--- src/rtl/wb_master_arbiter.sv ---
// Wishbone N-master to single-slave arbiter with fixed-priority or round-robin grant
// and a stall timeout that aborts the owning master's cycle with an error.
module wb_master_arbiter #(
  parameter int unsigned NUM_MASTERS    = 2,
  parameter int unsigned ADDR_WIDTH     = 32,
  parameter int unsigned DATA_WIDTH     = 32,
  parameter int unsigned ARB_MODE       = 0,
  parameter int unsigned TIMEOUT_CYCLES = 255,
  localparam int unsigned SEL_WIDTH     = DATA_WIDTH / 8
) (
  input  logic                              clk,
  input  logic                              rst,
  input  logic [NUM_MASTERS-1:0]            m_cyc,
  input  logic [NUM_MASTERS-1:0]            m_stb,
  input  logic [NUM_MASTERS-1:0]            m_we,
  input  logic [NUM_MASTERS*SEL_WIDTH-1:0]  m_sel,
  input  logic [NUM_MASTERS*ADDR_WIDTH-1:0] m_adr,
  input  logic [NUM_MASTERS*DATA_WIDTH-1:0] m_dat_mosi,
  output logic [NUM_MASTERS-1:0]            m_ack,
  output logic [NUM_MASTERS-1:0]            m_err,
  output logic [NUM_MASTERS*DATA_WIDTH-1:0] m_dat_miso,
  output logic                              s_cyc,
  output logic                              s_stb,
  output logic                              s_we,
  output logic [SEL_WIDTH-1:0]              s_sel,
  output logic [ADDR_WIDTH-1:0]             s_adr,
  output logic [DATA_WIDTH-1:0]             s_dat_mosi,
  input  logic                              s_ack,
  input  logic                              s_err,
  input  logic [DATA_WIDTH-1:0]             s_dat_miso,
  output logic [NUM_MASTERS-1:0]            grant,
  output logic                              timeout
);

  localparam int unsigned IdxW = (NUM_MASTERS > 1) ? $clog2(NUM_MASTERS) : 1;
  localparam int unsigned CntW = (TIMEOUT_CYCLES > 0) ? $clog2(TIMEOUT_CYCLES + 1) : 1;
  localparam logic [CntW-1:0] CntLast = (TIMEOUT_CYCLES > 0) ? CntW'(TIMEOUT_CYCLES - 1) : '0;
  localparam logic [IdxW-1:0] LastRst = IdxW'(NUM_MASTERS - 1);

  typedef enum logic [1:0] {StIdle, StBusy, StAbort} state_e;

  state_e                 state_q, state_d;
  logic [NUM_MASTERS-1:0] grant_q, grant_d;
  logic [IdxW-1:0]        gnt_idx_q, gnt_idx_d;
  logic [IdxW-1:0]        last_q, last_d;
  logic [CntW-1:0]        cnt_q, cnt_d;

  logic [NUM_MASTERS-1:0] req;
  logic [IdxW-1:0]        win_idx;
  logic                   busy;
  logic                   abort;

  logic [SEL_WIDTH-1:0]   sel_arr [NUM_MASTERS];
  logic [ADDR_WIDTH-1:0]  adr_arr [NUM_MASTERS];
  logic [DATA_WIDTH-1:0]  dat_arr [NUM_MASTERS];

  assign req   = m_cyc & m_stb;
  assign busy  = !rst && (state_q == StBusy);
  assign abort = !rst && (state_q == StAbort);

  for (genvar i = 0; i < NUM_MASTERS; i++) begin : g_slice
    assign sel_arr[i] = m_sel[i*SEL_WIDTH +: SEL_WIDTH];
    assign adr_arr[i] = m_adr[i*ADDR_WIDTH +: ADDR_WIDTH];
    assign dat_arr[i] = m_dat_mosi[i*DATA_WIDTH +: DATA_WIDTH];

    // Slave responses reach only the owner, and only while the bus is really owned.
    assign m_ack[i] = busy && grant_q[i] && s_ack;
    assign m_err[i] = grant_q[i] && ((busy && s_err) || abort);
    assign m_dat_miso[i*DATA_WIDTH +: DATA_WIDTH] = (busy && grant_q[i]) ? s_dat_miso : '0;
  end

  // Winner selection; loops run downward so the highest-priority candidate is written last.
  always_comb begin
    win_idx = '0;
    if (ARB_MODE == 0) begin
      for (int i = int'(NUM_MASTERS) - 1; i >= 0; i--) begin
        if (req[IdxW'(i)]) win_idx = IdxW'(i);
      end
    end else begin
      for (int k = int'(NUM_MASTERS); k >= 1; k--) begin
        if (req[IdxW'((int'(last_q) + k) % int'(NUM_MASTERS))]) begin
          win_idx = IdxW'((int'(last_q) + k) % int'(NUM_MASTERS));
        end
      end
    end
  end

  always_comb begin
    state_d   = state_q;
    grant_d   = grant_q;
    gnt_idx_d = gnt_idx_q;
    last_d    = last_q;
    cnt_d     = cnt_q;
    unique case (state_q)
      StIdle: begin
        cnt_d = '0;
        if (|req) begin
          state_d   = StBusy;
          grant_d   = '0;
          grant_d[win_idx] = 1'b1;
          gnt_idx_d = win_idx;
          last_d    = win_idx;
        end
      end
      StBusy: begin
        if (!m_cyc[gnt_idx_q]) begin
          state_d = StIdle;
          grant_d = '0;
        end else if ((TIMEOUT_CYCLES != 0) && m_stb[gnt_idx_q] && !s_ack && !s_err &&
                     (cnt_q == CntLast)) begin
          // This stalled cycle brings the count to the limit.
          state_d = StAbort;
        end
        if (s_ack || s_err) begin
          cnt_d = '0;
        end else if (m_stb[gnt_idx_q] && (cnt_q != '1)) begin
          cnt_d = cnt_q + 1'b1;
        end
      end
      StAbort: begin
        state_d = StIdle;
        grant_d = '0;
        cnt_d   = '0;
      end
      default: begin
        state_d = StIdle;
        grant_d = '0;
      end
    endcase
  end

  always_ff @(posedge clk) begin
    if (rst) begin
      state_q   <= StIdle;
      grant_q   <= '0;
      gnt_idx_q <= '0;
      last_q    <= LastRst;
      cnt_q     <= '0;
    end else begin
      state_q   <= state_d;
      grant_q   <= grant_d;
      gnt_idx_q <= gnt_idx_d;
      last_q    <= last_d;
      cnt_q     <= cnt_d;
    end
  end

  always_comb begin
    s_cyc      = 1'b0;
    s_stb      = 1'b0;
    s_we       = 1'b0;
    s_sel      = '0;
    s_adr      = '0;
    s_dat_mosi = '0;
    if (busy) begin
      s_cyc      = m_cyc[gnt_idx_q];
      s_stb      = m_stb[gnt_idx_q];
      s_we       = m_we[gnt_idx_q];
      s_sel      = sel_arr[gnt_idx_q];
      s_adr      = adr_arr[gnt_idx_q];
      s_dat_mosi = dat_arr[gnt_idx_q];
    end
  end

  assign grant   = rst ? '0 : grant_q;
  assign timeout = abort;

endmodule

--- config.mk ---
export PLATFORM = sky130hd
export DESIGN_NAME = wb_master_arbiter
export DESIGN_NICKNAME = d
export VERILOG_FILES = /design/src/rtl/wb_master_arbiter.sv
export SDC_FILE = /design/constraint.sdc
export NUM_CORES = 1
export LEC_CHECK = 0
export BUFFER_PORTS_ARGS = -buffer_cell sky130_fd_sc_hd__buf_4
export CAP_MARGIN = 20
export CORE_AREA = 5 5 122 124
export CTS_CLUSTER_SIZE = 30
export DETAILED_ROUTE_END_ITERATION = 8
export DIE_AREA = 0 0 127 129
export SYNTH_ARGS = -nofsm -noshare
export SYNTH_HDL_FRONTEND = slang
export SYNTH_SLANG_ARGS = --single-unit
--- constraint.sdc ---
create_clock -name clk -period 1.7 [get_ports clk]
set_input_delay 0.255 -clock clk [delete_from_list [all_inputs] [get_ports clk]]
set_output_delay 0.255 -clock clk [all_outputs]
set_load 0.005 [all_outputs]
# Yosys cells after proc, flatten, opt, wreduce, memory -nomap -nowiden
# Cells that the tools add are included.
# totals
input_bits	178
regBits	13
out_inout_bits	142
word_cells	83
# op_classes
muxes	37
n_reduce_logical	27
n_eq_ne	8
n_lt_le_gt_ge	4
n_addsub	1
bitwise	2
# ops
op	n
$mux 32	10
$mux 4	4
$mux 8	2
$pmux 8 s2	1
$logic_and 1x1->1	14
$mux 2	6
$mux 1	11
$add 8x1->8 const B	1
$eq 8x8->1 const B	1
$ne 8x8->1 const B	1
$pmux 2 s2	2
$reduce_and 2->1	4
$lt 1x2->1 const B	2
$ne 2x2->1 const B	2
$reduce_or 2->1	2
$logic_not 1->1	3
$ne 3x1->1 const B	1
$ne 3x2->1 const B	1
$and 2x2->2	1
$eq 2x1->1 const B	1
$eq 2x2->1 const B	1
$ge 2x2->1 const B	1
$logic_not 2->1	1
$logic_or 1x1->1	2
4 further kinds	4

# Longest topological paths before layout
# Gate-level depths: netlist (run 1).
# depth
ltp_word	8
ltp_mapped	5
depth_no_buf	5

# Worst setup path after synthesis (run 1)
# Ideal clock, no wire load.
# synth_path
path_kind	reg2out
startpoint	register state_q[1]
endpoint	output port s_adr[0]
stages_incl_launch_ff	6
n_path_buf	3
required_ps	1445
t_arrival_ps	1218
slack_ps	227
cell_sequence	dfxtp_1 -> buf_6 -> nor3b_4 -> buf_4 -> clkbuf_1 -> and2_1
# synth_via
elab_chain_cells	3
# synth_lines
element	line_no	rtl
from (decl)	42	state_e state_q, state_d;
from (signal assigned)	134	state_q <= StIdle;
from (signal assigned)	140	state_q <= state_d;
$eq 2x1->1	58	assign busy = !rst && (state_q == StBusy);
$logic_and 1x1->1	58	
$mux 32	155	if (busy) begin
to (decl)	26	output logic [ADDR_WIDTH-1:0] s_adr,
# No other way between the ends.

# Worst setup path in the final report (run 1)
# layout_path
startpoint	register state_q[1]
endpoint	output port s_dat_mosi[19]
# layout_via
elab_chain_cells	3
# layout_lines
element	line_no	rtl
$eq 2x1->1	58	
$logic_and 1x1->1	58	
$mux 32	155	
to (decl)	27	output logic [DATA_WIDTH-1:0] s_dat_mosi,
# No other way between the ends.

==> flow_metrics.tcl, run 1 <==
set metrics [dict create \
    worstMarginPinSlew_ns 0.515 \
    synthMuxAreaShare 0 \
    clock_path_buffers 2 \
    cts_tree "built" \
    yosys.area_share.simple 0.521 \
    wl_per_cell_microns 15.8 \
    fin_cells 624 \
    max_freq_mhz 586 \
    ant_nets 0 \
    cts_buffers 3 \
    met3_length_microns 971 \
    synthXorXnorAreaFrac 0 \
    die_h_microns 129 \
    cap_violations 0 \
    syn_to_final_growth_pct 133 \
    swShare 0.263 \
    dp_cells 612 \
    cp_slowest_cell "dfxtp_1" \
    cp_max_fo 8 \
    min_path_type "primary input to flop" \
    start_kind "flop" \
    fillers 1536 \
    yosysSeqAreaShare 0.137 \
    hold_viol 0 \
    final_cell_mix "buf_4, and2_1, conb_1" \
    drive_above_1_share 0.597 \
    dominantRegCellSynth "dfxtp_1" \
    yosysUniqueCellTypes 39 \
    synth_edf_count 0 \
    vias_per_cell 3.75 \
    final-setup-viol-count 10 \
    cpPeakStageDelay_ns 0.32 \
    worstPathArrival_ns 1.45 \
    powerDensity_nw_per_um2 349 \
    violations "setup timing" \
    nNetsFinal 625 \
    skew_ns 0.00232 \
    synth_area_leaders "and2_1, buf_4, dfxtp_1" \
    clockPowerShare 0.331 \
    slew_viol_final 0 \
    power_leakage_uw 0.00203 \
    intPower_uw 960 \
    synth-async-reset-ratio 0 \
    setup_ws_ns -0.00744 \
    grt_pass1_wl_microns 12600 \
    ios 320 \
    met2WireLength_microns 5240 \
    synth_compound_area_frac 0.111 \
    die_w_microns 127 \
    synth_area_sq_um 1610 \
    grt_start_max_net_pins 38 \
    portBuffers 215 \
    synth_top_family_by_area "simple AND/OR/NAND/NOR gates" \
    cts-root-buf "clkbuf_16" \
    drc 0 \
    clkSinkCount 11 \
    p_seq_frac 0.204 \
    synth-adder-area-share 0.0156 \
    crit_type "flop to output port" \
    core-area_sq_um 13700 \
    routed_wl_microns 9830 \
    rrSetupSlack_ns 0.07 \
    die-area_sq_um 16400 \
    synth_top_area_frac 0.272 \
    rsz0062_at_grt "yes" \
    first_pass_iters 4 \
    hpwl_microns 7680 \
    finalCritPeriodShare 1.00 \
    final_common_cell "buf_4" \
    maxSlewHeadroom 0.656 \
    power_switching_uw 343 \
    num_rows 43 \
    regArea_sq_um 221 \
    power_uw 1300 \
    multi_input_area_sq_um 1250 \
    overflow 0 \
    wl_met1_microns 3550 \
    routabilityCongestion 0.752 \
    ys_ff_latch 11 \
    worstPathRequired_ns 1.44 \
    outcome "finished, violations left" \
    layout_min_cycle_time_ns 1.71 \
    ir_drop_mv 0.234 \
    cp_common_cell "buf_6" \
    maxUsedRoutingLayer "met4" \
    start_util 0.118 \
    clk_latency_ns 0.24 \
    n_antenna_cell 0 \
    drt_iter0_drc 59 \
    track_usage 0.0990 \
    crit_chain "nor3b_4, buf_6, buf_8, clkbuf_16, and2_4, buf_6" \
    yosysWarningCount 0 \
    synth_top_area_cell "and2_1" \
    netlist_instances 227 \
    vias 2341 \
    cts.clk_slew.worst_paths_ns 0.04 \
    syn_area_per_cell_sq_um 7.08 \
    comb_power_share 0.464 \
    first_global_vias 2180 \
    cts.hold.buffers_added 0 \
    h-tree-depth 1 \
    antenna_found_initial 0 \
    critPathCaptureType "output port" \
]
==> worst max-delay path, delay by kind of cell, from the launching register on <==
kind	cells	cell delay, ns
buf+inv	4	0.56
flops	1	0.32
simple gates	2	0.33
==> cells in the mapped netlist (all sizes together) (2+ instances only) <==
library cell and n:
nor3b 2, nor2 4, a21boi 3, clkbuf 14, nor2b 2, o21ai 4, o31ai 3, nor3 2
ha 2, dfxtp 11, inv 2, buf 37, and2 70, a21oi 4, and4 2, a2bb2oi 2
nand2 5, nand3 6, and3 34, nand4 2
==> per-layer routing <==
layer / global-route usage / vias to the layer above
met5: 0 / -
met4: 0.0221 / 0
met3: 0.0394 / 4
met2: 0.177 / 123
met1: 0.111 / 1077
li1: - / 1137
==> sequential cells by signal, indices dropped and copies added (netlist names) <==
signal / flops
grant_q: 1
cnt_q: 8
state_q: 2
==> repair_timing <==
action	4_1_cts	5_1_grt
gates resized for setup	3	57
endpoints found under the setup margin	7	79
pin swaps	1	26
setup buffers	2	0
cloned	1	5
==> power groups by stage <==
stage | combinational [uW] | clock, uW | sequential [uW]
4_1_cts | 531 | 440 | 266
3_3_place_gp | 509 | 0 | 270
3_5_place_dp | 511 | 0 | 270
2_1_floorplan | 209 | 0 | 272
5_1_grt | 659 | 460 | 267
6_report | 605 | 432 | 266
==> path summary, 6_finish.rpt <==
path	from	end	depth (start not counted)
hold / removal	rst	grant_q[0]	2
hold reg to reg	cnt_q[7]	cnt_q[7]	1
setup / recovery	state_q[1]	s_dat_mosi[19]	6
setup reg to reg	cnt_q[1]	cnt_q[7]	5
==> stage by stage <==
step,hold WS (ns),setup slack (ns),utilization,TNS (ns),instance area (sq um)
3_5_place_dp,0.499,0.123,0.243,0,3320
4_1_cts,0.251,0.00141,0.252,0,3450
3_3_place_gp,0.501,0.117,0.243,0,3320
5_1_grt,0.277,-0.0637,0.274,-1.55,3740
6_report,0.253,-0.00744,0.274,-0.0325,3740
2_1_floorplan,0.324,0.227,-,0,1740
==> layout make-up <==
cell class	instances	share of cell area
clock buffers	4	0.0211
repair buffers	230	0.523
multi-input cells	197	0.335
well taps	180	0.0602
inverters	2	0.00201
flip-flops and latches	11	0.0592
==> kinds of logic after synthesis <==
family | count (synthesis)
DFF | 11
other | 1
buffers and inverters | 53
and+or+nand+nor | 135
AOI/OAI and AO/OA | 25
adders and majority gates | 2
Note: power is estimated with default switching activity, not from simulation.
==> run 2, diff against run 1 <==
PLACE_DENSITY = 0.46   (was not set)
==> run 2 against run 1 <==
- the run now ends clean
- power fell by 2.5%
- die area did not move
- global-route usage rose by 2.2 points
- via count did not move
- non-clock buffer count fell by 4
- first-iteration DRC count rose by 37%
- maximum frequency rose by 1.6%
- sequential power barely moved
- largest power group unchanged
==> flow_metrics.tcl, run 2 (synthesis gave the netlist of run 1 again) <==
set metrics [dict create \
    core-area_sq_um 13700 \
    first_pass_iters 4 \
    vias_per_cell 3.78 \
    max_freq_mhz 595 \
    drc 0 \
    setup_ws_ns 0.0202 \
    ir_drop_mv 0.303 \
    antenna_found_initial 1 \
    comb_power_share 0.447 \
    track_usage 0.121 \
    rsz0062_at_grt "yes" \
    portBuffers 215 \
    clockPowerShare 0.343 \
    n_antenna_cell 0 \
    largest_reg_flops 8 \
    hpwl_microns 9520 \
    cts.clk_slew.worst_paths_ns 0.04 \
    routabilityCongestion 0.770 \
    worstPathRequired_ns 1.44 \
    die-area_sq_um 16400 \
    whs_ns 0.239 \
    cpLargestDelayFamily "buffers and inverters" \
    first_global_vias 2404 \
    finalCritPeriodShare 0.988 \
    place_area_sq_um 3310 \
    cts_tree "built" \
    final_cell_mix "buf_4, and2_1, conb_1" \
    cp_slowest_cell "dfxtp_2" \
    clock_path_buffers 2 \
    start_util 0.118 \
    final_common_cell "buf_4" \
    drive_above_1_share 0.557 \
    nNetsFinal 621 \
    cp_max_fo 51 \
    worst-path-buf-inv 3 \
    vias 2341 \
    crit_path_start "state_q[1]" \
    layout_min_cycle_time_ns 1.68 \
    intPower_uw 917 \
    ios 320 \
    cap_violations 0 \
    ant_nets 0 \
    clkSinkCount 11 \
    power_switching_uw 353 \
    fin_cells 620 \
    start_kind "flop" \
    p_seq_frac 0.210 \
    powerDensity_nw_per_um2 358 \
    h-tree-depth 1 \
    min_path_type "primary input to flop" \
    worstPathArrival_ns 1.42 \
    outcome "complete, no violations" \
    multi_input_area_sq_um 1210 \
    top_register "cnt_q" \
    cpPeakStageDelay_ns 0.33 \
    wl_per_cell_microns 17.8 \
    timing.rr.start "cnt_q[0]" \
    crit_chain "nor3b_4, buf_6, buf_12, and2_4, buf_4" \
    finalInstanceArea_sq_um 3550 \
    post-place-ws_ns 0.132 \
    fillers 1541 \
    swShare 0.278 \
    cts-root-buf "clkbuf_16" \
    hold_viol 0 \
    routed_wl_microns 11000 \
    clk_latency_ns 0.24 \
    grt_start_max_net_pins 52 \
    power_uw 1270 \
    dp_cells 611 \
    num_rows 43 \
    regArea_sq_um 223 \
    slew_viol_final 0 \
    die_w_microns 127 \
    crit_type "flop to output port" \
    power_leakage_uw 0.00195 \
    final-setup-viol-count 0 \
    grt_pass1_wl_microns 14900 \
    hp-start "rst" \
    die_h_microns 129 \
    cts_buffers 3 \
    syn_to_final_growth_pct 121 \
    drt_iter0_drc 81 \
    overflow 0 \
    reg_top3 "cnt_q: 8 flops, state_q: 2 flops, grant_q: 1 flops" \
    skew_ns 0.00355 \
    critPathCaptureType "output port" \
]
-- run 2: metal layers --
layer  GRT usage  up-vias  part of all wire  wire length (microns)
met5           0        -                 0                      0
met4      0.0151        0            0.0072                     79
met3      0.0652        6              0.13                   1470
met2       0.169      150              0.41                   4510
met1       0.167     1065              0.45                   4960
li1            -     1120                 -                      -
-- run 2: cell type report --
type / instances / share of cell area
Timing Repair Buffer: 226 / 0.507
Multi-Input combinational cell: 197 / 0.342
Clock inverter: 1 / 0.00141
Sequential cell: 11 / 0.0628
Inverter: 2 / 0.00212
Clock buffer: 3 / 0.0212
Tap cell: 180 / 0.0635
-- run 2: final timing paths --
kind	to	depth (start not counted)	slack [ns]
setup / recovery	s_dat_mosi[8]	5	0.02
hold / removal	grant_q[0]	2	0.24
setup reg to reg	cnt_q[3]	5	0.12
hold reg to reg	cnt_q[7]	1	0.52
-- run 2: stage by stage --
| step | utilization | TNS (ns) |
|---|---|---|
| 6_report | 0.259 | 0 |
| 5_1_grt | 0.259 | -2.09 |
| 4_1_cts | 0.252 | -0.000983 |
| 3_5_place_dp | 0.242 | 0 |
| 3_3_place_gp | 0.242 | 0 |
| 2_1_floorplan | - | 0 |
-- run 2: worst register-to-register path, stage by stage (launching register included) --
cell and delay, ns:
dfxtp_1 0.34, ha_1 0.25, and3_1 0.21, a21o_1 0.22, or3_1 0.36, a21boi_1 0.13
-- run 2: power groups by stage --
stage / Clock (uW) / Sequential (uW) / Combinational, uW
5_1_grt: 460 / 267 / 623
4_1_cts: 440 / 266 / 547
2_1_floorplan: 0 / 272 / 209
3_5_place_dp: 0 / 270 / 527
3_3_place_gp: 0 / 271 / 522
6_report: 436 / 266 / 568
-- run 2: what timing repair did --
item                                    CTS  global route
hold buffers                              0             0
setup buffers                             2             0
gates resized for setup                   3            17
gates cloned                              1             2
pin swaps                                 1             0
endpoints found under the setup margin    8            80
